$ cat config.mk
export PLATFORM = sky130hd
export DESIGN_NAME = fifo_wptr_ctrl
export DESIGN_NICKNAME = d
export VERILOG_FILES = /design/src/rtl/fifo_wptr_ctrl.sv
export SDC_FILE = /design/constraint.sdc
export NUM_CORES = 1
export LEC_CHECK = 0
export CORE_MARGIN = 5
export CORE_UTILIZATION = 50
export CTS_BUF_LIST = sky130_fd_sc_hd__clkbuf_16
export CTS_CLUSTER_SIZE = 28
export DETAILED_ROUTE_END_ITERATION = 10
export GPL_ROUTABILITY_DRIVEN = 0
export PLACE_DENSITY = 0.91
export SLEW_MARGIN = 15
export SYNTH_ARGS = -nofsm -noshare
export SYNTH_HDL_FRONTEND = slang
export SYNTH_SLANG_ARGS = --single-unit
$ cat constraint.sdc
create_clock -name clk -period 3.6 [get_ports clk]
set_input_delay 0.72 -clock clk [delete_from_list [all_inputs] [get_ports clk]]
set_output_delay 0.72 -clock clk [all_outputs]
set_load 0.05 [all_outputs]
$ cat src/rtl/fifo_wptr_ctrl.sv
// fifo_wptr_ctrl
// Write-side pointer controller for the asynchronous FIFO.
//
// This block owns the binary write pointer and its Gray-coded copy. It also
// drives the RAM write strobe and address. It brings the read-domain Gray
// pointer into the write clock through a plain flop chain, then derives the
// full, almost_full and overflow flags from the write pointer and that
// synchronised read pointer.
//
// Pointers are ADDR_WIDTH+1 bits wide. The extra MSB tells a full FIFO
// (pointers differ by exactly one lap) apart from an empty one (pointers
// equal).
//
// The flags are pessimistic. A read only becomes visible here after the
// synchroniser delay, so full and almost_full can stay set for a few cycles
// after space has been freed. They are never cleared too early.
//
// Optional feature, controlled by macro FIFO_WPTR_LEVEL_EN:
//   defined   -> adds registered output wr_level, the occupancy computed on
//                the previous edge.
//   undefined -> no wr_level port. The occupancy subtraction is still built,
//                because almost_full needs it.

module fifo_wptr_ctrl #(
    parameter int ADDR_WIDTH   = 3,
    parameter int SYNC_STAGES  = 2,
    parameter int AFULL_THRESH = 6
) (
    input  logic                  clk,
    input  logic                  rst,
    input  logic                  wr_en,
    input  logic [ADDR_WIDTH:0]   rd_gray_async,
    output logic                  ram_we,
    output logic [ADDR_WIDTH-1:0] ram_waddr,
    output logic [ADDR_WIDTH:0]   wr_gray,
    output logic                  full,
    output logic                  almost_full,
    output logic                  overflow
`ifdef FIFO_WPTR_LEVEL_EN
    ,
    output logic [ADDR_WIDTH:0]   wr_level
`endif
);

    // Pointer width: one extra bit beyond the RAM address for lap detection.
    localparam int PW = ADDR_WIDTH + 1;

    // Inverting the top two Gray bits of the read pointer yields the Gray
    // code of (read pointer + depth). That is the write pointer value that
    // means "full".
    localparam logic [PW-1:0] FULL_MASK = PW'(3) << (PW - 2);

    // Threshold resized to pointer width. Legal thresholds go up to the
    // depth, which always fits in PW bits.
    localparam logic [PW-1:0] AFULL_LVL = PW'(AFULL_THRESH);

    // Write pointer state, binary and Gray.
    logic [PW-1:0] wbin_q;
    logic [PW-1:0] wbin_d;
    logic [PW-1:0] wgray_q;
    logic [PW-1:0] wgray_d;

    // Read-pointer synchroniser chain. Element 0 is the first stage, which
    // faces the asynchronous input.
    logic [SYNC_STAGES-1:0][PW-1:0] sync_q;
    logic [PW-1:0]                  rq;
    logic [PW-1:0]                  rbin_sync;

    // Flag state.
    logic          full_q;
    logic          full_d;
    logic          afull_q;
    logic          afull_d;
    logic          ovf_q;
    logic          ovf_d;

    // Occupancy after the current edge.
    logic          accept;
    logic [PW-1:0] level_d;

    // Gray to binary, MSB first: each binary bit is the running XOR of all
    // Gray bits at or above it.
    function automatic logic [PW-1:0] gray2bin(input logic [PW-1:0] g);
        logic [PW-1:0] b;
        b[PW-1] = g[PW-1];
        for (int i = PW - 2; i >= 0; i--) begin
            b[i] = b[i+1] ^ g[i];
        end
        return b;
    endfunction

    assign rq        = sync_q[SYNC_STAGES-1];
    assign rbin_sync = gray2bin(rq);

    // Accept decision, next pointer values and next flag values. All of
    // these are purely combinational, from the current state and the
    // synchronised read pointer.
    always_comb begin
        accept  = wr_en && !full_q && !rst;
        wbin_d  = wbin_q + {{ADDR_WIDTH{1'b0}}, accept};
        wgray_d = wbin_d ^ (wbin_d >> 1);
        full_d  = (wgray_d == (rq ^ FULL_MASK));
        level_d = wbin_d - rbin_sync;
        afull_d = (level_d >= AFULL_LVL);
        ovf_d   = wr_en && full_q;
    end

    // RAM interface. The write lands in the same cycle it is accepted. The
    // strobe is held low while reset is asserted, so a write that is in
    // flight when reset arrives never reaches the RAM.
    assign ram_we    = accept;
    assign ram_waddr = wbin_q[ADDR_WIDTH-1:0];

    // Shift the read-domain Gray pointer through the synchroniser. The
    // stages have no logic between them: a Gray pointer changes one bit per
    // step, so each sampled value is either the old or the new pointer.
    always_ff @(posedge clk or posedge rst) begin
        if (rst) begin
            sync_q <= '0;
        end else begin
            sync_q <= {sync_q[SYNC_STAGES-2:0], rd_gray_async};
        end
    end

    // Register the write pointer in both encodings. Only the Gray copy
    // leaves this clock domain, and it comes straight from a flop.
    always_ff @(posedge clk or posedge rst) begin
        if (rst) begin
            wbin_q  <= '0;
            wgray_q <= '0;
        end else begin
            wbin_q  <= wbin_d;
            wgray_q <= wgray_d;
        end
    end

    // Register the status flags. full and almost_full are computed from the
    // next write pointer, so they rise on the same edge as the write that
    // causes them.
    always_ff @(posedge clk or posedge rst) begin
        if (rst) begin
            full_q  <= 1'b0;
            afull_q <= 1'b0;
            ovf_q   <= 1'b0;
        end else begin
            full_q  <= full_d;
            afull_q <= afull_d;
            ovf_q   <= ovf_d;
        end
    end

`ifdef FIFO_WPTR_LEVEL_EN
    logic [PW-1:0] level_q;

    // Expose the occupancy computed on the previous edge.
    always_ff @(posedge clk or posedge rst) begin
        if (rst) begin
            level_q <= '0;
        end else begin
            level_q <= level_d;
        end
    end

    assign wr_level = level_q;
`endif

    assign wr_gray     = wgray_q;
    assign full        = full_q;
    assign almost_full = afull_q;
    assign overflow    = ovf_q;

endmodule

# Word-level counts from Yosys, hierarchy flattened
# Cells that the tools add are included.
# Widths: inputs -> output; s select.
# op_classes
eq_ne	1
n_reduce_logical	5
bitwise_logic	5
addsub	2
magnitude_cmp	1
# op_table
op	count
$add 4x1->4	1
$eq 4x4->1	1
$ge 4x3->1 const B	1
$sub 4x4->4	1
$xor 4x3->4	1
$logic_and 1x1->1	3
$xor 1x1->1	3
$logic_not 1->1	2
$not 2->2	1
# totals
out_inout_bits	11
reg_bits	19
elab_cells	21
input_bits	7

# Logic depth before layout (Yosys ltp)
# Gate-level depths: netlist (run 1).
# depth
depth_word	6
mapped_depth	9
depth_no_buf	9

# Worst setup path after synthesis (run 1)
# Ideal clock, no wire load.
# synth_path
path_type	input port to flip-flop
start	input wr_en
end	register afull_q (netlist: almost_full)
path_buffers	0
cell_stages	9
required_time_ns	3.521
setup_time_ns	0.079
t_arrival_ns	3.647
setup_slack_ns	-0.126
path_cell_list	nor3b_1 > ha_1 > ha_1 > xor2_2 > ha_1 > a21oi_1 > o21ai_0 > xor2_1 > mux2i_1
# synth_via
elab_chain_len	5
# synth_lines
item	line_no	rtl
start, declared	31	input logic wr_en,
$logic_and 1x1->1 (2 in series)	99	accept = wr_en && !full_q && !rst;
$add 4x1->4	100	wbin_d = wbin_q + {{ADDR_WIDTH{1'b0}}, accept};
named net wbin_d[2]	59	logic [PW-1:0] wbin_d;
$sub 4x4->4	103	level_d = wbin_d - rbin_sync;
$ge 4x3->1	104	afull_d = (level_d >= AFULL_LVL);
named net afull_d	73	logic afull_d;
end signal, assigned	147	afull_q <= afull_d;
end, declared	72	logic afull_q;
# The timed path passes the listed nets, and every way through them passes these cells.

# Worst setup path in the final report (run 1)
# layout_path
start	input wr_en
end	output ram_we
# layout_via
elab_chain_len	2
# layout_lines
item	line_no	rtl
$logic_and 1x1->1 (2 in series)	99	
end, declared	33	output logic ram_we,
# No other way between the ends.

==> results.py, run 1 <==
metrics = {
    "setup_path": {
        "crit_slowest_cell": "clkdlybuf4s50_1",
        "worst_r2r_endpoint": "almost_full",
        "cpPeakStageDelay_ns": 0.83,
        "crit_family": "buffers and inverters",
        "crit_chain": "clkdlybuf4s50_1 -> nor3b_2 -> clkdlybuf4s50_1",
        "worstSetupStartpoint": "wr_en",
        "critPathLaunchType": "primary input",
        "arrival_ns": 2.20,
        "endpoint": "ram_we",
        "crit_path_end_kind": "output port",
        "critPathMostFrequentCell": "clkdlybuf4s50_1",
        "r2r_start": "rq[3]",
        "worstPathRequired_ns": 2.88,
        "crit_type": "in -> out",
        "worst-path-stages": 3,
        "worst-r2r-cell-count": 9,
        "critical_path_buf_inv_count": 2,
        "cp_max_fo": 2,
        "reg2reg_slack_ns": 1.35,
    },
    "floorplanning": {
        "core_mm2": 0.00147,
        "die_w_um": 48.9,
        "rows": 14,
        "ios": 18,
        "start_util": 0.514,
        "die_h_um": 48.9,
        "die_area_mm2": 0.00239,
    },
    "synth": {
        "yosysTopAreaCellShare": 0.595,
        "ys_ff_latch": 18,
        "syn_inst": 57,
        "synth_nets": 70,
        "synthesis.area_um2": 757,
        "seq_area_frac_synth": 0.595,
        "synth_area_per_cell_um2": 13.3,
        "yosys.area.top_type": "dfrtp_1",
        "ys_top_cells_by_area": "dfrtp_1 (60%), xor2_1 (9.3%), ha_1 (8.3%), xnor2_1 (4.6%), fa_1 (2.6%)",
        "yosysWarnings": 0,
        "synth_cell_type_count": 17,
    },
    "pwr": {
        "p_total_uw": 1110,
        "leakagePower_uw": 0.000479,
        "ir_drop_mv": 0.663,
        "powerDensity_mw_per_mm2": 1070,
    },
    "finish": {
        "fin_nets": 93,
        "nFillCells": 104,
        "area_delta_synth_final_pct": 37.2,
        "multi_input_area_um2": 293,
        "layout.cells.non_filler": 95,
        "register_area_um2": 450,
        "antenna_cells": 0,
        "drive_gt1_frac": 0.0759,
    },
    "clocking": {
        "cts_hold_buf": 0,
        "cts_max_level": 1,
        "root_buffer": "clkbuf_16",
        "clock_latency_ns": 0.25,
        "cts_sinks": 18,
        "cts_buffer_depth": 2,
        "numCtsBuffers": 3,
        "cts_setup_buffers": 0,
        "cts_resized": 0,
        "clkTransAtPathRegs_ns": 0.05,
        "cts_tree": "built",
    },
    "route": {
        "vias": 469,
        "wl_um": 1130,
        "viasPerCell": 4.94,
        "drc_errors": 0,
        "ant_nets": 0,
        "drtPass1Iterations": 3,
        "drtIter0Drc": 10,
        "wire_per_inst_um": 11.9,
    },
    "min_path": {
        "min_path_type": "reg -> reg",
    },
    "global_routing": {
        "grt_max_degree": 19,
        "track_usage": 0.118,
        "grt_pass1_wl_um": 2080,
        "antenna_found_initial": 0,
        "grt_remaining_overflow": 0,
        "grt_pass1_vias": 517,
    },
    "placement": {
        "io_buffer_count": 17,
        "hpwl_um": 877,
        "pre_cts_slack_ns": 0.613,
        "numPlacedInstances": 91,
    },
    "sta": {
        "hold_violations": 0,
        "tns_ns": 0,
        "max_freq_mhz": 343,
        "rsz0062_at_grt": "false",
        "fin_crit_ns": 2.92,
        "setup_violations": 0,
        "relSlewSlack": 0.565,
        "fin_ws_ns": 0.681,
        "finalClockSkew_ns": 0.00453,
        "tightest_slew_ns": 0.652,
        "drv_slew": 0,
        "holdWs_ns": 0.348,
        "fin_crit_sh": 0.811,
    },
    "run_status": {
        "status": "finished clean",
    },
    "flow_run": {
        "maxCapViolCount": 0,
    },
}
-- power by group --
part | total (µW) | switching (µW) | internal (µW)
Combinational | 596 | 372 | 224
Sequential | 292 | 29.1 | 263
Clock | 218 | 70.6 | 147
-- per-layer routing --
metal | wire [µm] | global-route usage
met4 | 51 | 0.121
met2 | 516 | 0.187
met1 | 455 | 0.117
met3 | 107 | 0.0367
met5 | 0 | 0
-- placed cells by master (no fill, tap or decap) --
cell type and instances:
dfrtp_1 18, clkdlybuf4s50_1 17, xor2_1 8, inv_1 5, ha_1 5, xnor2_1 4
nand3_1 3, nor2_1 3, clkbuf_16 3, or3_1 2, xor2_2 1, a22oi_1 1
and2_1 1, nor3b_2 1, nand2_1 1, a21oi_1 1, o21ai_0 1, mux2i_1 1
fa_1 1, clkinv_1 1, buf_4 1
-- state kept, by name, summed over array words and instances, names as in the netlist --
signal       count
rq               4
sync_q           4
wbin_q           4
wr_gray          3
almost_full      1
full             1
overflow         1
-- metrics by stage --
step	util	instance area (µm²)
final	0.706	1040
after global routing	0.706	1040
after CTS	0.706	1040
after detailed placement	0.652	960
after global placement	0.652	960
after floorplan	-	762
-- kinds of logic after synthesis --
group | Yosys count | share of synthesized area
fa+ha+maj | 6 | 0.109
flops | 18 | 0.595
xor+xnor | 13 | 0.160
compound gates | 3 | 0.0231
mux | 1 | 0.0132
buf+inv | 5 | 0.0248
simple gates | 11 | 0.0744
-- cells in the mapped netlist --
| library cell | instances |
|---|---|
| a21oi_1 | 1 |
| a22oi_1 | 1 |
| and2_1 | 1 |
| dfrtp_1 | 18 |
| fa_1 | 1 |
| ha_1 | 5 |
| inv_1 | 5 |
| mux2i_1 | 1 |
| nand2_1 | 1 |
| nand3_1 | 3 |
| nor2_1 | 3 |
| nor3b_1 | 1 |
| o21ai_0 | 1 |
| or3_1 | 2 |
| xnor2_1 | 4 |
| xor2_1 | 8 |
| xor2_2 | 1 |
-- cell type report --
class / count / share of cell area
Clock buffer: 3 / 0.0723
Clock inverter: 1 / 0.00361
Inverter: 5 / 0.0181
Multi-Input combinational cell: 34 / 0.282
Sequential cell: 18 / 0.434
Tap cell: 16 / 0.0193
Timing Repair Buffer: 18 / 0.171
-- worst reg2reg max path, delay by kind of cell (launching register included) --
family,cells,cell delay [ns]
XOR/XNOR,4,0.84
adder cells (fa/ha/maj),2,0.61
flip-flops,1,0.41
AND/OR/NAND/NOR,2,0.19
multiplexers,1,0.13
-- how the worst min path moves through the flow --
stage	slack (ns)	endpoint	depth (start not counted)	startpoint
4_1_cts	0.35	rq[3]	0	sync_q[3]
3_5_place_dp	0.34	rq[0]	0	sync_q[0]
2_1_floorplan	0.33	rq[0]	0	sync_q[0]
3_3_place_gp	0.33	rq[0]	0	sync_q[0]
6_report	0.35	rq[3]	0	sync_q[3]
5_1_grt	0.37	rq[1]	0	sync_q[1]
Note: power is estimated with default switching activity, not from simulation.
==> run 2, diff against run 1 <==
Settings changed: CORE_UTILIZATION 50 to 46, PLACE_DENSITY 0.91 to 0.86.
Clock period 3.6 ns to 2.8 ns, I/O delays scaled along.
==> run 2 against run 1 <==
Against the previous run:
- core utilization fell by 0.53 points
- global-route usage up 0.69 points
- die area increased by 6.9%
- clock power up 28%
- hold slack better by 0.0017 ns
- sequential share of layout area is 1.5 points lower
- cell area rose by 4.0%
- via count grew 9.4%
- sequential cell count stayed put
- critical path type is now in -> reg
==> results.py, run 2 (same netlist as run 1, synthesis figures left out) <==
metrics = {
    "sta": {
        "relSlewSlack": 0.562,
        "holdWs_ns": 0.350,
        "max_freq_mhz": 383,
        "setup_violations": 0,
        "fin_crit_sh": 0.931,
        "drv_slew": 0,
        "hold_violations": 0,
        "fin_ws_ns": 0.192,
        "fin_crit_ns": 2.61,
        "rsz0062_at_grt": "false",
        "tightest_slew_ns": 0.657,
        "finalClockSkew_ns": 0.00160,
    },
    "setup_path": {
        "worst-path-stages": 11,
        "crit_chain": "clkdlybuf4s50_1 -> nor3b_4 -> ha_2 -> ha_1 -> xor2_2 -> ha_1 -> buf_4 -> xor2_1 -> nor2_1 -> nor2_1 -> mux2i_1",
        "crit_slowest_cell": "clkdlybuf4s50_1",
        "r2r_start": "rq[3]",
        "crit_family": "adder cells",
        "crit_type": "in -> reg",
        "reg2reg_slack_ns": 0.56,
        "arrival_ns": 2.78,
        "worstPathRequired_ns": 2.97,
        "cp_max_fo": 3,
        "critPathLaunchType": "primary input",
        "crit_path_end_kind": "register",
        "worst-r2r-cell-count": 9,
        "critical_path_buf_inv_count": 2,
        "worst_r2r_endpoint": "almost_full",
        "cpPeakStageDelay_ns": 0.49,
    },
    "global_routing": {
        "use_met3": 0.0414,
        "grt_remaining_overflow": 0,
        "antenna_found_initial": 0,
        "grt_pass1_vias": 533,
        "grtUsageMet1": 0.131,
        "grt_max_degree": 19,
        "track_usage": 0.125,
        "grt_use_met2": 0.219,
        "grt_pass1_wl_um": 2370,
        "top_usage_layer": "met2",
    },
    "pwr": {
        "power.share.combinational": 0.557,
        "seq_power_share": 0.257,
        "ir_drop_mv": 0.623,
        "powerDensity_mw_per_mm2": 1390,
        "p_int_uw": 859,
        "p_clk_frac": 0.187,
        "swShare": 0.426,
        "p_total_uw": 1500,
        "switchingPower_uw": 637,
        "leakagePower_uw": 0.000498,
    },
    "placement": {
        "hpwl_um": 976,
        "dpl-instance-area_um2": 987,
        "io_buffer_count": 17,
        "pre_cts_slack_ns": -0.0651,
    },
    "clocking": {
        "cts_max_level": 1,
        "cts_buffer_depth": 2,
        "clkTransAtPathRegs_ns": 0.05,
        "root_buffer": "clkbuf_16",
        "cts_hold_buf": 0,
        "clock_latency_ns": 0.25,
        "cts_sinks": 18,
        "cts_tree": "built",
        "numCtsBuffers": 3,
    },
    "finish": {
        "postLayoutCellArea_mm2": 0.00108,
        "drive_gt1_frac": 0.169,
        "nFillCells": 110,
        "antenna_cells": 0,
        "final_cell_mix": "dfrtp_1 (17), clkdlybuf4s50_1 (16), xor2_1 (8)",
        "fin_nets": 97,
        "area_delta_synth_final_pct": 42.6,
        "mostFrequentLayoutCell": "dfrtp_1",
    },
    "route": {
        "drc_errors": 0,
        "ant_nets": 0,
        "drtIter0Drc": 6,
        "wl_um": 1370,
        "viasPerCell": 5.18,
        "drtPass1Iterations": 2,
        "wire_per_inst_um": 13.8,
        "vias": 513,
    },
    "floorplanning": {
        "die_h_um": 50.6,
        "start_util": 0.491,
        "core_mm2": 0.00154,
        "ios": 18,
        "rows": 14,
        "die_area_mm2": 0.00256,
        "die_w_um": 50.6,
    },
    "min_path": {
        "min_path_type": "reg -> reg",
        "whs_endpoint": "rq[2]",
        "hold_depth": 0,
        "hp-start": "sync_q[2]",
    },
    "run_status": {
        "status": "finished clean",
    },
    "flow_run": {
        "maxCapViolCount": 0,
    },
}
-- run 2: area by class of cell --
class / count / area [µm²] / area share
Clock buffer: 3 / 75.1 / 0.0695
Clock inverter: 1 / 3.75 / 0.00348
Inverter: 5 / 18.8 / 0.0174
Multi-Input combinational cell: 34 / 305 / 0.283
Sequential cell: 18 / 452 / 0.418
Tap cell: 16 / 20.0 / 0.0185
Timing Repair Buffer: 22 / 205 / 0.190
-- run 2: worst max-delay path by stage --
stage | from | slack [ns] | end
after global placement | rst | 0.04 | almost_full
after CTS | wr_en | 0.12 | almost_full
after detailed placement | wr_en | -0.07 | almost_full
final | wr_en | 0.19 | almost_full
after floorplan | rst | 0.02 | almost_full
after global routing | wr_en | 0.003 | almost_full
-- run 2: per-layer routing --
metal	share of wire	routed length, µm
met3	0.094	128
met1	0.38	517
met4	0.017	23
met5	0	0
met2	0.51	696
-- run 2: worst register-to-register path, cell delays in order, from the launching register on --
cell     delay [ns]
dfrtp_1        0.42
xnor2_1        0.25
xor2_1         0.31
xnor2_1        0.11
ha_1           0.22
fa_1           0.38
xor2_1         0.15
nor2_1         0.13
nor2_1         0.06
mux2i_1        0.13
-- run 2: what timing repair did --
item | 4_1_cts | 5_1_grt
gates resized for setup | 0 | 3
setup buffers | 0 | 1
endpoints found under the hold margin | 0 | 0
endpoints found under the setup margin | 0 | 1
-- run 2: power by group through the flow --
stage,logic [µW],clock network (µW),registers (µW)
6_report,833,279,384
5_1_grt,902,300,394
2_1_floorplan,316,0,618
4_1_cts,826,286,384
3_5_place_dp,812,0,387
3_3_place_gp,792,0,383
-- run 2: metrics by stage --
step	setup TNS [ns]	utilization	std cells
after CTS	0	0.692	98
after global placement	0	0.640	94
final	0	0.700	99
after global routing	0	0.700	99
after detailed placement	-0.0651	0.640	94
after floorplan	0	-	57
==> variant 1: new RTL, flow settings as in run 1 <==
Change the parameter `ADDR_WIDTH` from 3 to 4.
--- a/src/rtl/fifo_wptr_ctrl.sv
+++ b/src/rtl/fifo_wptr_ctrl.sv
@@ -22,7 +22,7 @@
 //                because almost_full needs it.
 
 module fifo_wptr_ctrl #(
-    parameter int ADDR_WIDTH   = 3,
+    parameter int ADDR_WIDTH   = 4,
     parameter int SYNC_STAGES  = 2,
     parameter int AFULL_THRESH = 6
 ) (
Ports: changed (resized ram_waddr, rd_gray_async and wr_gray); port bits go from 18 to 21. No check against the original RTL was run, so the function may have changed too.
==> variant 1 against run 1 <==
Sequential cell count up 4. Clock skew down 0.0034 ns. Synthesized area up 49%. Final cell count up 41%. Cell area up 39%. Sequential share of layout area down 5.3 points. Wire length up 92%. Power up 32%. Die area up 38%. Critical endpoint is now almost_full. Largest cell class is now multi-input gates. Setup slack worse by 0.13 ns.
==> variant 1: results (changes against run 1) <==
metric,value,unit,change
root_buffer,clkbuf_16,,
vias_per_cell,5.63,,+14%
ys.warnings.count,0,,unchanged
drtAntennaViolNets,0,,unchanged
syn_nets,98,,+40%
synth_ff_type,dfrtp_1,,
dp.final_hpwl,1540,um,+75%
sh_seq_area,0.381,,-0.0531
insertion_delay,0.25,ns,about the same
drive_gt1_frac,0.142,,+0.0656
instances_no_fill,134,,+41%
multi_input_area_share,0.384,,+0.102
comb_power,0.859,mW,+44%
power_frac_seq,0.259,,-0.005
clock_skew,0.00114,ns,-0.00339 ns
status,finished clean,,
antenna_found_initial,0,,unchanged
wl_per_cell,16.2,um,+36%
nFillCells,157,,+51%
cts_max_path_buffers,2,,unchanged
final_nets,123,,+32%
firstDrtPassIters,4,,+1
inverters,6,,+1
ys_types,34,,+17
bufAreaShareNonClock,0.144,,-0.0275
cp_max_fo,4,,+2
drt_iter0_drc,26,,+16
synth_commonest_cells,"dfrtp_1 (22), xnor2_1 (8), ha_1 (6)",,
grt_pass1_vias,789,,+53%
synth_area_per_cell,13.6,um2,+2.6%
grt_max_degree,23,,+4
clkTransAtPathRegs,0.05,ns,about the same
ir_worst_vdd,0.000494,V,-26%
cp.arrival,3.21,ns,+1.01 ns
port_buffers,20,,+3
insertedDiodeCount,0,,unchanged
leakage,0.657,nW,+37%
ys_async_sr_fraction,1.00,,unchanged
multi_input_gates,54,,+59%
dp_slack,0.353,ns,-0.260 ns
seq_area_frac_synth,0.487,,-0.108
tightest_slew,0.810,ns,+0.158 ns
cts.htree.levels,1,,unchanged
post_cts_buffers,0,,unchanged
synth_seq_cells,22,,+4
num-nonclk-buffers,21,,+3
synth_area_leaders,"dfrtp_1 (49%), ha_1 (6.6%), xnor2_1 (6.2%)",,
grtUsageTotal,0.144,,+0.0254
hold_viol_final,0,,unchanged
grt_pass1_wl,3660,um,+76%
cts_resized,0,,unchanged
final-clk-cell-share,0.0519,,-0.0240
cts_made_buffers,3,,unchanged
hold_class,reg -> reg,,
internal_power,0.816,mW,+29%
## variant 1: changes by cell type after synthesis, moves of 3 or more
cell	run 1	this run
dfrtp_1	18	22
nand4_1	0	3
nor2_1	3	0
nor2b_1	0	3
o211ai_1	0	3
xnor2_1	4	8
xor2_1	8	4
## variant 1: logic make-up (layout without fill, tap and decap cells)
logic type                 Yosys count  count (layout)  synth area share
DFF                                 22              22             0.487
xor gates and xnor gates            18              18             0.206
and+or+nand+nor                     17              17             0.115
AOI/OAI and AO/OA                   12              12            0.0819
adders and majority gates            7               7            0.0841
buffers and inverters                7              30            0.0265
## variant 1: stage by stage
step                      total power [mW]  area, um2  hold slack, ns  utilization
after floorplan                       1.00       1140           0.331            -
after global placement                1.18       1370           0.331        0.626
after detailed placement              1.22       1370           0.335        0.626
after CTS                             1.46       1450           0.347        0.660
after global routing                  1.54       1450           0.356        0.660
final                                 1.46       1450           0.346        0.660
## variant 1: path summary, 6_finish.rpt
path	startpoint	end	slack [ns]	cells after the start
worst max-delay path	wr_en	almost_full	0.55	11
worst min-delay path	sync_q[3]	rq[3]	0.35	0
worst max register to register	rq[2]	almost_full	0.79	9
worst min register to register	sync_q[3]	rq[3]	0.35	0
max in group asynchronous	rst	wbin_q[1]	2.11	2
min in group asynchronous	rst	wbin_q[0]	0.99	2
## variant 1: layer usage
metal,GRT usage,part of all wire
met1,0.163,0.39
met2,0.261,0.50
met3,0.0317,0.081
met4,0.0497,0.027
met5,0,0
## variant 1: worst max-delay path: stages
cell and delay [ns]:
clkdlybuf4s50_1 0.46, nor3b_2 0.24, ha_1 0.31, nand3_1 0.15, xor2_2 0.17, inv_1 0.10, ha_1 0.33, nor2b_1 0.21
o211ai_1 0.16, a31o_1 0.26, o211ai_1 0.11
==> variant 2: new RTL, config.mk and constraints of run 1 <==
Without the edit above. The output `overflow` loses its register stage (`ovf_q` becomes a continuous assignment).
--- a/src/rtl/fifo_wptr_ctrl.sv
+++ b/src/rtl/fifo_wptr_ctrl.sv
@@ -141,13 +141,13 @@
         if (rst) begin
             full_q  <= 1'b0;
             afull_q <= 1'b0;
-            ovf_q   <= 1'b0;
         end else begin
             full_q  <= full_d;
             afull_q <= afull_d;
-            ovf_q   <= ovf_d;
         end
     end
+
+    assign ovf_q = ovf_d;
 
 `ifdef FIFO_WPTR_LEVEL_EN
     logic [PW-1:0] level_q;
Formal check against the unedited RTL: not equivalent (Yosys sat finds a counterexample within 4 cycles, from zero or initial values and one cycle with rst high).
==> variant 2 against run 1 <==
Sequential cell count down 1. Synthesized cell count decreased by 1.8%. Setup slack got worse by 0.0023 ns. Synthesized area is 3.3% lower. Wire length up 7.8%. First-iteration DRC count shrank 70%. Critical path type unchanged. Cell area decreased by 2.5%. Highest routed layer unchanged. Via count grew 1.5%.
Power is not shown: default switching activity piles up to over one toggle a cycle in this logic, so the estimate is an artifact.
==> variant 2: results (changes against run 1) <==
metric,value,unit,change
status,finished clean,,
nFillCells,87,,-16%
synth_commonest_cells,"dfrtp_1 (17), xor2_1 (8), ha_1 (5), inv_1 (5), xnor2_1 (4)",,
ys.warnings.count,0,,unchanged
port_buffers,17,,unchanged
synth_compound_area_frac,0.0239,,+0.000791
grt_pass1_vias,480,,-7.2%
insertedDiodeCount,0,,unchanged
crit_path_top_delay_cell,clkdlybuf4s50_1,,
final_nets,92,,-1.1%
clkTransAtPathRegs,0.05,ns,about the same
clock_skew,0.00311,ns,-0.00142 ns
vias_per_cell,5.12,,+3.7%
drt_iter0_drc,3,,-7
cts_made_buffers,3,,unchanged
root_buffer,clkbuf_16,,
ys_types,17,,unchanged
cts_max_path_buffers,2,,unchanged
insertion_delay,0.24,ns,
cp_max_fo,2,,unchanged
synthMuxAreaShare,0.0137,,+0.000452
synth-adder-area-share,0.113,,+0.00373
seq_area_frac_synth,0.581,,-0.0138
syn_nets,69,,-1.4%
synth_area_per_cell,13.1,um2,-1.6%
dp.final_hpwl,935,um,+6.6%
ys_async_sr_fraction,1.00,,unchanged
grtUsageTotal,0.129,,+0.0107
synth_area_leaders,"dfrtp_1 (58%), xor2_1 (9.6%), ha_1 (8.5%)",,
drive_gt1_frac,0.0769,,+0.000974
post_cts_buffers,0,,unchanged
antenna_found_initial,0,,unchanged
grt_pass1_wl,2010,um,-3.6%
hold_class,reg -> reg,,
cp.arrival,2.20,ns,about the same
cts.htree.levels,1,,unchanged
place_inst,89,,-2.2%
cts_resized,0,,unchanged
wl_per_cell,13.1,um,+10%
max_stage_delay,0.83,ns,about the same
critical-path-top-delay-family,buffers and inverters,,
grt_max_degree,18,,-1
firstDrtPassIters,2,,-1
max-slew-margin-rel,0.600,,+0.0351
synth-xor-area-share,0.166,,+0.00548
routed_wirelength,1220,um,+7.8%
[variant 2: changes by cell type after synthesis, sizes merged]
cell and change:
dfrtp -1
[variant 2: layout make-up]
class / instances / area share
clock buffers: 3 / 0.0742
clock inverters: 1 / 0.00371
inverters: 5 / 0.0185
multi-input cells: 34 / 0.289
flip-flops and latches: 17 / 0.420
well taps: 15 / 0.0185
repair buffers: 18 / 0.176
[variant 2: stage by stage]
step	area [um2]	utilization	setup WS, ns
global route	1010	0.750	0.632
detailed placement	933	0.691	0.539
global placement	933	0.691	0.632
floorplan	737	-	0.452
CTS	1010	0.750	0.673
finish	1010	0.750	0.678
[variant 2: layer usage]
layer | vias up | track usage | wire, um
met3 | 5 | 0.0332 | 146
met5 | - | 0 | 0
met4 | 0 | 0.0645 | 27
met1 | 225 | 0.142 | 462
li1 | 225 | - | -
met2 | 21 | 0.227 | 583
[variant 2: cell families after synthesis]
kind of cell    Yosys count
compound gates            3
xor+xnor                 13
fa+ha+maj                 6
buf+inv                   5
flops                    17
mux                       1
simple gates             11
[variant 2: path summary, 6_finish.rpt]
path                                 from     endpoint  slack [ns]  cells past startpoint
worst min register to register  sync_q[2]        rq[2]        0.35                      0
min in group asynchronous             rst    wbin_q[2]        0.90                      2
worst max register to register      rq[3]  almost_full        1.27                      9
max in group asynchronous             rst    sync_q[1]        2.31                      2
worst min-delay path            sync_q[2]        rq[2]        0.35                      0
worst max-delay path                wr_en       ram_we        0.68                      3
